**config.mk**
```make
export PLATFORM = sky130hd
export DESIGN_NAME = regfile_scoreboard
export DESIGN_NICKNAME = d
export VERILOG_FILES = /design/src/rtl/regfile_scoreboard.sv
export SDC_FILE = /design/constraint.sdc
export NUM_CORES = 2
export LEC_CHECK = 0
export ABC_AREA = 0
export BUFFER_PORTS_ARGS = -buffer_cell sky130_fd_sc_hd__buf_2
export CAP_MARGIN = 10
export CORE_ASPECT_RATIO = 2
export CORE_MARGIN = 10
export CORE_UTILIZATION = 30
export CTS_CLUSTER_DIAMETER = 50
export DETAILED_ROUTE_END_ITERATION = 10
export PLACE_DENSITY = 0.5
export RECOVER_POWER = 100
export SYNTH_ARGS = -nofsm -noshare
export SYNTH_HDL_FRONTEND = slang
export SYNTH_SLANG_ARGS = --single-unit
```
**constraint.sdc**
```tcl
create_clock -name clk -period 5.8 [get_ports clk]
set_clock_uncertainty 0.05 [all_clocks]
set_input_delay 0.29 -clock clk [delete_from_list [all_inputs] [get_ports clk]]
set_output_delay 0.29 -clock clk [all_outputs]
set_load 0.01 [all_outputs]
```
**src/rtl/regfile_scoreboard.sv**
```systemverilog
// regfile_scoreboard: register file with write-port bypass and load-use scoreboard
module regfile_scoreboard #(
    parameter int XLEN     = 32,
    parameter int NREGS    = 32,
    parameter int NRD      = 2,
    parameter int MAX_PEND = 4,
    localparam int AW      = $clog2(NREGS),
    localparam int CW      = $clog2(MAX_PEND + 1)
) (
    input  logic                clk,
    input  logic                rst_n,
    input  logic                wa_en,
    input  logic [AW-1:0]       wa_addr,
    input  logic [XLEN-1:0]     wa_data,
    input  logic                wl_en,
    input  logic [AW-1:0]       wl_addr,
    input  logic [XLEN-1:0]     wl_data,
    input  logic [NRD*AW-1:0]   rd_addr,
    output logic [NRD*XLEN-1:0] rd_data,
    output logic [NRD-1:0]      rd_busy,
    input  logic                iss_valid,
    input  logic [AW-1:0]       iss_rd,
    input  logic                iss_is_load,
    output logic                iss_ready,
    input  logic                flush,
    output logic [CW-1:0]       pend_cnt
);
    logic [XLEN-1:0]  regs [NREGS];
    logic [NREGS-1:0] sb, sb_n;
    logic [CW-1:0]    cnt_n;
    logic [CW:0]      up, dn, net;
    logic             load_iss, wl_clr, waw, waw_dec;

    assign iss_ready = pend_cnt < CW'(MAX_PEND);

    // next scoreboard and count: wl/WAW clears, then load set wins, flush overrides all
    always_comb begin
        load_iss = iss_valid & iss_ready & iss_is_load & (iss_rd != '0);
        wl_clr   = wl_en & sb[wl_addr];
        waw      = iss_valid & ~iss_is_load & sb[iss_rd];
        waw_dec  = waw & ~(wl_clr & (wl_addr == iss_rd));
        sb_n     = sb;
        if (wl_en) sb_n[wl_addr] = 1'b0;
        if (waw) sb_n[iss_rd] = 1'b0;
        if (load_iss) sb_n[iss_rd] = 1'b1;
        if (flush) sb_n = '0;
        up    = {1'b0, pend_cnt} + (CW+1)'(load_iss);
        dn    = (CW+1)'(wl_clr) + (CW+1)'(waw_dec);
        net   = up - dn;
        cnt_n = (flush || up < dn) ? '0 : (net > (CW+1)'(MAX_PEND)) ? CW'(MAX_PEND) : net[CW-1:0];
    end

    // scoreboard and pending-load count state
    always_ff @(posedge clk or negedge rst_n) begin
        if (!rst_n) begin
            sb       <= '0;
            pend_cnt <= '0;
        end else begin
            sb       <= sb_n;
            pend_cnt <= cnt_n;
        end
    end

    // register array writes; port L is applied last so it wins a same-address conflict
    always_ff @(posedge clk or negedge rst_n) begin
        if (!rst_n) begin
            for (int k = 0; k < NREGS; k++) regs[k] <= '0;
        end else begin
            if (wa_en && wa_addr != '0) regs[wa_addr] <= wa_data;
            if (wl_en && wl_addr != '0) regs[wl_addr] <= wl_data;
        end
    end

    for (genvar i = 0; i < NRD; i++) begin : g_rd
        logic [AW-1:0] a;
        assign a = rd_addr[i*AW +: AW];
        assign rd_data[i*XLEN +: XLEN] = (!rst_n || a == '0) ? '0 :
                                         (wl_en && wl_addr == a) ? wl_data :
                                         (wa_en && wa_addr == a) ? wa_data : regs[a];
        assign rd_busy[i] = sb[a] & ~(wl_en && wl_addr == a);
    end
endmodule
```
After elaboration in Yosys (flattened, before gate mapping)
Cells that the tools add are included.
{"block": "op_classes", "addsub": 3, "mul": 0, "div": 0, "magnitude_cmp": 15, "eq_ne": 5, "shift": 0, "n_mux": 38, "bitwise": 23, "n_reduce_logical": 19}
{"op": "bitwise mux 1024 bit", "count": 2}
{"op": "2-to-1 mux 1024 bit", "count": 2}
{"op": "2-to-1 mux 32 bit", "count": 16}
{"op": "binary-select mux 32 bit (select 5 bit)", "count": 2}
{"op": "demux 32 bit (select 5 bit)", "count": 2}
{"op": "AND 32 bit", "count": 2}
{"op": "NOT 32 bit", "count": 2}
{"op": "OR 32 bit", "count": 1}
{"op": "== test 5 bit", "count": 5}
{"op": "greater-or-equal comparator 6 bit, second input constant", "count": 4}
{"op": "< comparator 5 x 6 -> 1 bit, second input constant", "count": 4}
{"op": "NOT 5 -> 6 bit", "count": 4}
{"op": "binary-select mux 1 bit (select 5 bit)", "count": 4}
{"op": "nonzero test 5 bit", "count": 3}
{"op": "< comparator 6 x 1 -> 1 bit, second input constant", "count": 2}
{"op": "AND 1 bit", "count": 10}
{"op": "demux 1 bit (select 5 bit)", "count": 2}
{"op": "greater-or-equal comparator 5 x 1 -> 1 bit, second input constant", "count": 2}
{"op": "logical AND 1 bit", "count": 10}
{"op": "zero test 5 bit", "count": 2}
{"op": "2-to-1 mux 1 bit", "count": 6}
{"op": "2-to-1 mux 3 bit", "count": 2}
{"op": "adder 3 x 1 -> 4 bit", "count": 1}
{"op": "greater-than comparator 4 x 3 -> 1 bit, second input constant", "count": 1}
{"op": "7 further kinds", "count": 12}
{"block": "word_totals", "regBits": 1059, "latchBits": 0, "ramBits": 0, "rom_bits": 0, "input_bits": 96, "out_inout_bits": 70, "wordCells": 137, "mem_count": 0}

Depth between registers and ports, before layout
{"block": "depth", "word_depth": 12, "depth_mapped": 18, "ltp_nobuf": 15}

Worst setup path after synthesis
No wires, ideal clock.
{"block": "synth_path", "path_kind": "input to register", "from": "in iss_rd[1]", "to": "reg pend_cnt[1]", "setup_time_ps": 119, "arrival_time_ps": 3238, "required_time_ps": 5631, "setup_slack_ps": 2393, "stages": 16, "path_buffers": 2, "cell_sequence": "buf_6 mux2i_1 nor3b_1 nor4b_2 o221ai_4 or2_0 buf_2 and3_1 ha_1 ha_1 fa_1 a21oi_1 nor2_1 a21oi_1 a21oi_1 nor2b_1"}
{"block": "synth_via", "elab_chain_len": 9, "word_cells_on_any_way": 17, "cone_classes": "add/sub (3); order compare (2); eq/ne (1); mux (4); bitwise (5); reduce/logical (2)"}
{"element": "from (decl)", "line": "22", "rtl": "input logic [AW-1:0] iss_rd,"}
{"element": "binary-select mux 1 bit (select 5 bit) / == test 5 bit (equally long branches)", "line": "40, 41"}
{"element": "2-to-1 mux 1 bit (not written as such) / AND 1 bit (equally long branches)", "line": "40, 41"}
{"element": "AND 1 bit / NOT 1 bit (equally long branches)", "line": "40, 41"}
{"element": "AND 1 bit", "line": "41", "rtl": "waw_dec = waw & ~(wl_clr & (wl_addr == iss_rd));"}
{"element": "adder 1 x 1 -> 2 bit", "line": "48", "rtl": "dn = (CW+1)'(wl_clr) + (CW+1)'(waw_dec);"}
{"element": "subtractor 4 x 2 -> 4 bit", "line": "49", "rtl": "net = up - dn;"}
{"element": "greater-than comparator 4 x 3 -> 1 bit", "line": "50", "rtl": "cnt_n = (flush || up < dn) ? '0 : (net > (CW+1)'(MAX_PEND)) ? CW'(MAX_PEND) : net[CW-1:0];"}
{"element": "2-to-1 mux 3 bit", "line": "50"}
{"element": "2-to-1 mux 3 bit *", "line": "50"}
{"element": "named net cnt_n[1]", "line": "30", "rtl": "logic [CW-1:0] cnt_n;"}
{"element": "to (signal assigned)", "line": "60", "rtl": "pend_cnt <= cnt_n;"}
{"element": "to (decl)", "line": "26", "rtl": "output logic [CW-1:0] pend_cnt"}
Mark *: on every way through the listed nets, which the timed path passes. The rest lies on a longest branch. The select of a mux whose other input is x is not followed.

Worst setup path after layout
{"block": "layout_path", "from": "in wl_addr[0]", "to": "reg regs[794] in the netlist's numbering"}
{"block": "layout_via", "elab_chain_len": 7, "word_cells_on_any_way": 10, "cone_classes": "order compare (2); mux (4); bitwise (1); reduce/logical (3)"}
{"element": "from (decl)", "line": "16", "rtl": "input logic [AW-1:0] wl_addr,"}
{"element": "NOT 5 -> 6 bit (not written as such)", "line": "70", "rtl": "if (wl_en && wl_addr != '0) regs[wl_addr] <= wl_data;"}
{"element": "greater-or-equal comparator 6 bit (not written as such) / < comparator 6 x 1 -> 1 bit (equally long branches)", "line": "70"}
{"element": "logical AND 1 bit (not written as such)", "line": "70"}
{"element": "2-to-1 mux 32 bit (not written as such)", "line": "70"}
{"element": "demux 32 bit (select 5 bit)", "line": "70"}
{"element": "bitwise mux 1024 bit", "line": "70"}
{"element": "2-to-1 mux 1024 bit *", "line": "70"}
{"element": "to (signal, indexed assignment)", "line": "69", "rtl": "if (wa_en && wa_addr != '0) regs[wa_addr] <= wa_data;"}
{"element": "to (signal, indexed assignment)", "line": "70"}
{"element": "to (decl)", "line": "28", "rtl": "logic [XLEN-1:0] regs [NREGS];"}
Every way passes the cells marked *; elsewhere a longest branch is shown, timed or not.

==> metrics.cfg <==
[outcome]
status = finished, violations left
violations = capacitance limit, slew limit

[route]
first_pass_iters = 8
vias = 57900
routed_wl_um = 327000
vias_per_cell = 6.00
drt_iter0_drc = 6930
wl_per_cell_um = 33.9
remaining_drc_errors = 0
ant_nets = 0

[logic_synthesis]
synth_area_leader_cell = dfrtp_1
syn_avg_cell_area_um2 = 9.84
synth.area.top_cells = dfrtp_1, mux2i_1, mux4_2
synth_top_cells_by_count = mux2i_1, dfrtp_1, nand2_1
synth_most_common_cell = mux2i_1
ys_warn_count = 0
synthFlopType = dfrtp_1
synth_edf_count = 0
synth-seq-cells = 1059
ys_types = 66
synth_nets = 7049
synth_area_um2 = 68400
synth-seq-area-share_pct = 38.8
yosysTopAreaCellShare_pct = 38.8
synth_async_sr_flop_share_pct = 100
syn_inst = 6947

[cells_and_area]
fill_cells = 22900
final_area_um2 = 74800
drive_gt1_share_pct = 12.4
fin_nets = 6617
syn_to_final_growth_pct = 9.35
seq_area_um2 = 26500
multi_input_area_um2 = 38200

[global_route]
grt_pass1_wl_um = 455000
gr-total-overflow = 0
grt_max_degree = 152
first_global_vias = 56800
antenna_found_initial = 57
grt_usage_pct = 25.5

[pwr]
seq_power_share_pct = 43.5
netSwitchingFraction_pct = 33.0
p_switching_mw = 8.17
ir_drop_uv = 248
total_power_mw = 24.7
clockPowerShare_pct = 31.9
comb_power_share_pct = 24.6
p_leak_nw = 32.1
p_int_mw = 16.6
power_density_nw_per_um2 = 331

[sta]
rsz0062_at_grt = false
setup_tns_ps = 0
period_share_pct = 89.6
worst_slew_pin_slew_ps = 4970
fmax_ghz = 0.192
setup_slack_ps = 604
timing.slew.headroom_pct = -232
report.final.slew_viol_count = 1893
min_period_ps = 5200
setup_violations = 0
hold_viol = 0

[worst_hold_path]
min_path_cells = 4
hold_end = regs[785]
hp-class = input pin to register
min_from = wl_data[17]

[clock_network]
numCtsBuffers = 113
cts_sinks = 1059
cts_tree = yes
cts_buffer_depth = 3
clkSlewWorstSetupHoldPaths_ps = 60
cts_root_buffer = clkbuf_16
post-cts-setup-buffers = 0
clk_latency_ps = 780
htreeDepth = 3

[setup_path]
worstSetupPathType = input pin to register
crit_required_ps = 6340
worstRegToRegCells = 14
crit_family = buffers and inverters
startpoint_type = input pin
crit_arrival_ps = 5730
cp_num_buf_inv = 3
path_cells = clkbuf_1, nand3_1, nor2_1, clkbuf_1, clkbuf_2, o21ai_0
max_stage_delay_ps = 2040
r2r-end = pend_cnt[1]
crit_path_end_kind = register
rrSetupSlack_ps = 1400
path_max_fanout = 34
crit_top_cell = clkbuf_1
worstReg2RegStart = sb[28]
slowest_stage = clkbuf_1

[floorplanning]
start_util_pct = 30.2
core_area_um2 = 227000
ioPinCount = 166
rows = 247
dieArea_um2 = 249000
die_x_um = 358
die_h_um = 695

[place]
placed_area_um2 = 71200
hpwlAfterDp_um = 196000
place_ws_ps = 1230
gp_congestion = 0.890
port_buffers = 165

[flow_run]
drv_cap = 52

==> cell usage in the layout (no fill, tap or decap), types with 46 or more instances in the layout <==
cell	count
a22o_1	55
nand2_1	600
nand3_1	76
mux2i_1	1457
diode_2	46
a31oi_1	70
o21ai_0	560
clkbuf_16	114
a21oi_1	601
clkbuf_1	101
mux4_2	281
nor2_1	574
a211oi_1	63
buf_2	108
buf_4	113
nor2b_1	73
a22oi_1	238
dfrtp_1	1059
==> worst reg2reg max path: cells and delay by family (launching register included) <==
kind	cells	cell delay (ps)
AOI/OAI and AO/OA	5	920
adders and majority gates	3	1070
DFF	1	460
muxes	1	210
and+or+nand+nor	5	1570
==> flip-flops by register name, indices dropped and copies added (netlist names) <==
| name | flops |
|---|---|
| sb | 32 |
| pend_cnt | 3 |
| regs | 1024 |
==> power groups by stage <==
stage | clock (mW) | combinational, mW | sequential [mW]
floorplan | 0 | 4.41 | 10.3
global placement | 0 | 5.95 | 10.7
detailed placement | 0 | 6.08 | 10.8
CTS | 8.00 | 6.09 | 10.7
global route | 8.25 | 6.61 | 10.9
finish | 7.90 | 6.08 | 10.7
==> stage by stage <==
| stage | util [%] | hold slack (ps) | cells |
|---|---|---|---|
| after floorplan | - | -55.6 | 6947 |
| after global placement | 31.4 | 334 | 9382 |
| after detailed placement | 31.4 | 338 | 9382 |
| after CTS | 33.2 | 4.45 | 9600 |
| after global routing | 33.0 | 45.8 | 9622 |
| final | 33.0 | 25.6 | 9646 |
==> cells by family (layout without fill, tap and decap cells) <==
group,count (synthesis),count (layout),synth area share (%)
AOI/OAI and AO/OA,1705,1705,14.6
muxes,1768,1768,31.1
other,0,46,0
buffers and inverters,899,564,5.84
xor gates and xnor gates,25,25,0.320
DFF,1059,1059,38.8
adders and majority gates,6,6,0.121
and+or+nand+nor,1485,1485,9.25
==> how the worst max path moves through the flow <==
stage | from | end | depth (start not counted)
2_1_floorplan | iss_rd[1] | pend_cnt[1] | 16
3_3_place_gp | iss_rd[1] | pend_cnt[0] | 15
3_5_place_dp | iss_rd[1] | pend_cnt[0] | 15
4_1_cts | iss_rd[0] | pend_cnt[1] | 16
5_1_grt | wl_addr[0] | regs[777] | 6
6_report | wl_addr[0] | regs[794] | 6
==> timing repair <==
action | in CTS | in global routing
endpoints found under the hold margin | 76 | 0
resized for setup | 0 | 0
endpoints found under the setup margin | 0 | 0
hold buffers | 6 | 0
==> final cells by class <==
| class | instances | share of cell area (%) |
|---|---|---|
| Clock inverter | 48 | 0.787 |
| Sequential cell | 1059 | 35.4 |
| Multi-Input combinational cell | 4989 | 51.1 |
| Clock buffer | 164 | 4.45 |
| Timing Repair Buffer | 345 | 3.03 |
| Inverter | 7 | 0.0351 |
| Tap cell | 2988 | 5.00 |
| Antenna cell | 46 | 0.154 |
==> routing by layer <==
metal  GRT usage, %  wire (um)
met2           41.9     156000
met4           18.1      26900
met3           4.93      25600
met1           29.6     118000
met5              0        131
Note: power is estimated with default switching activity, not from simulation.
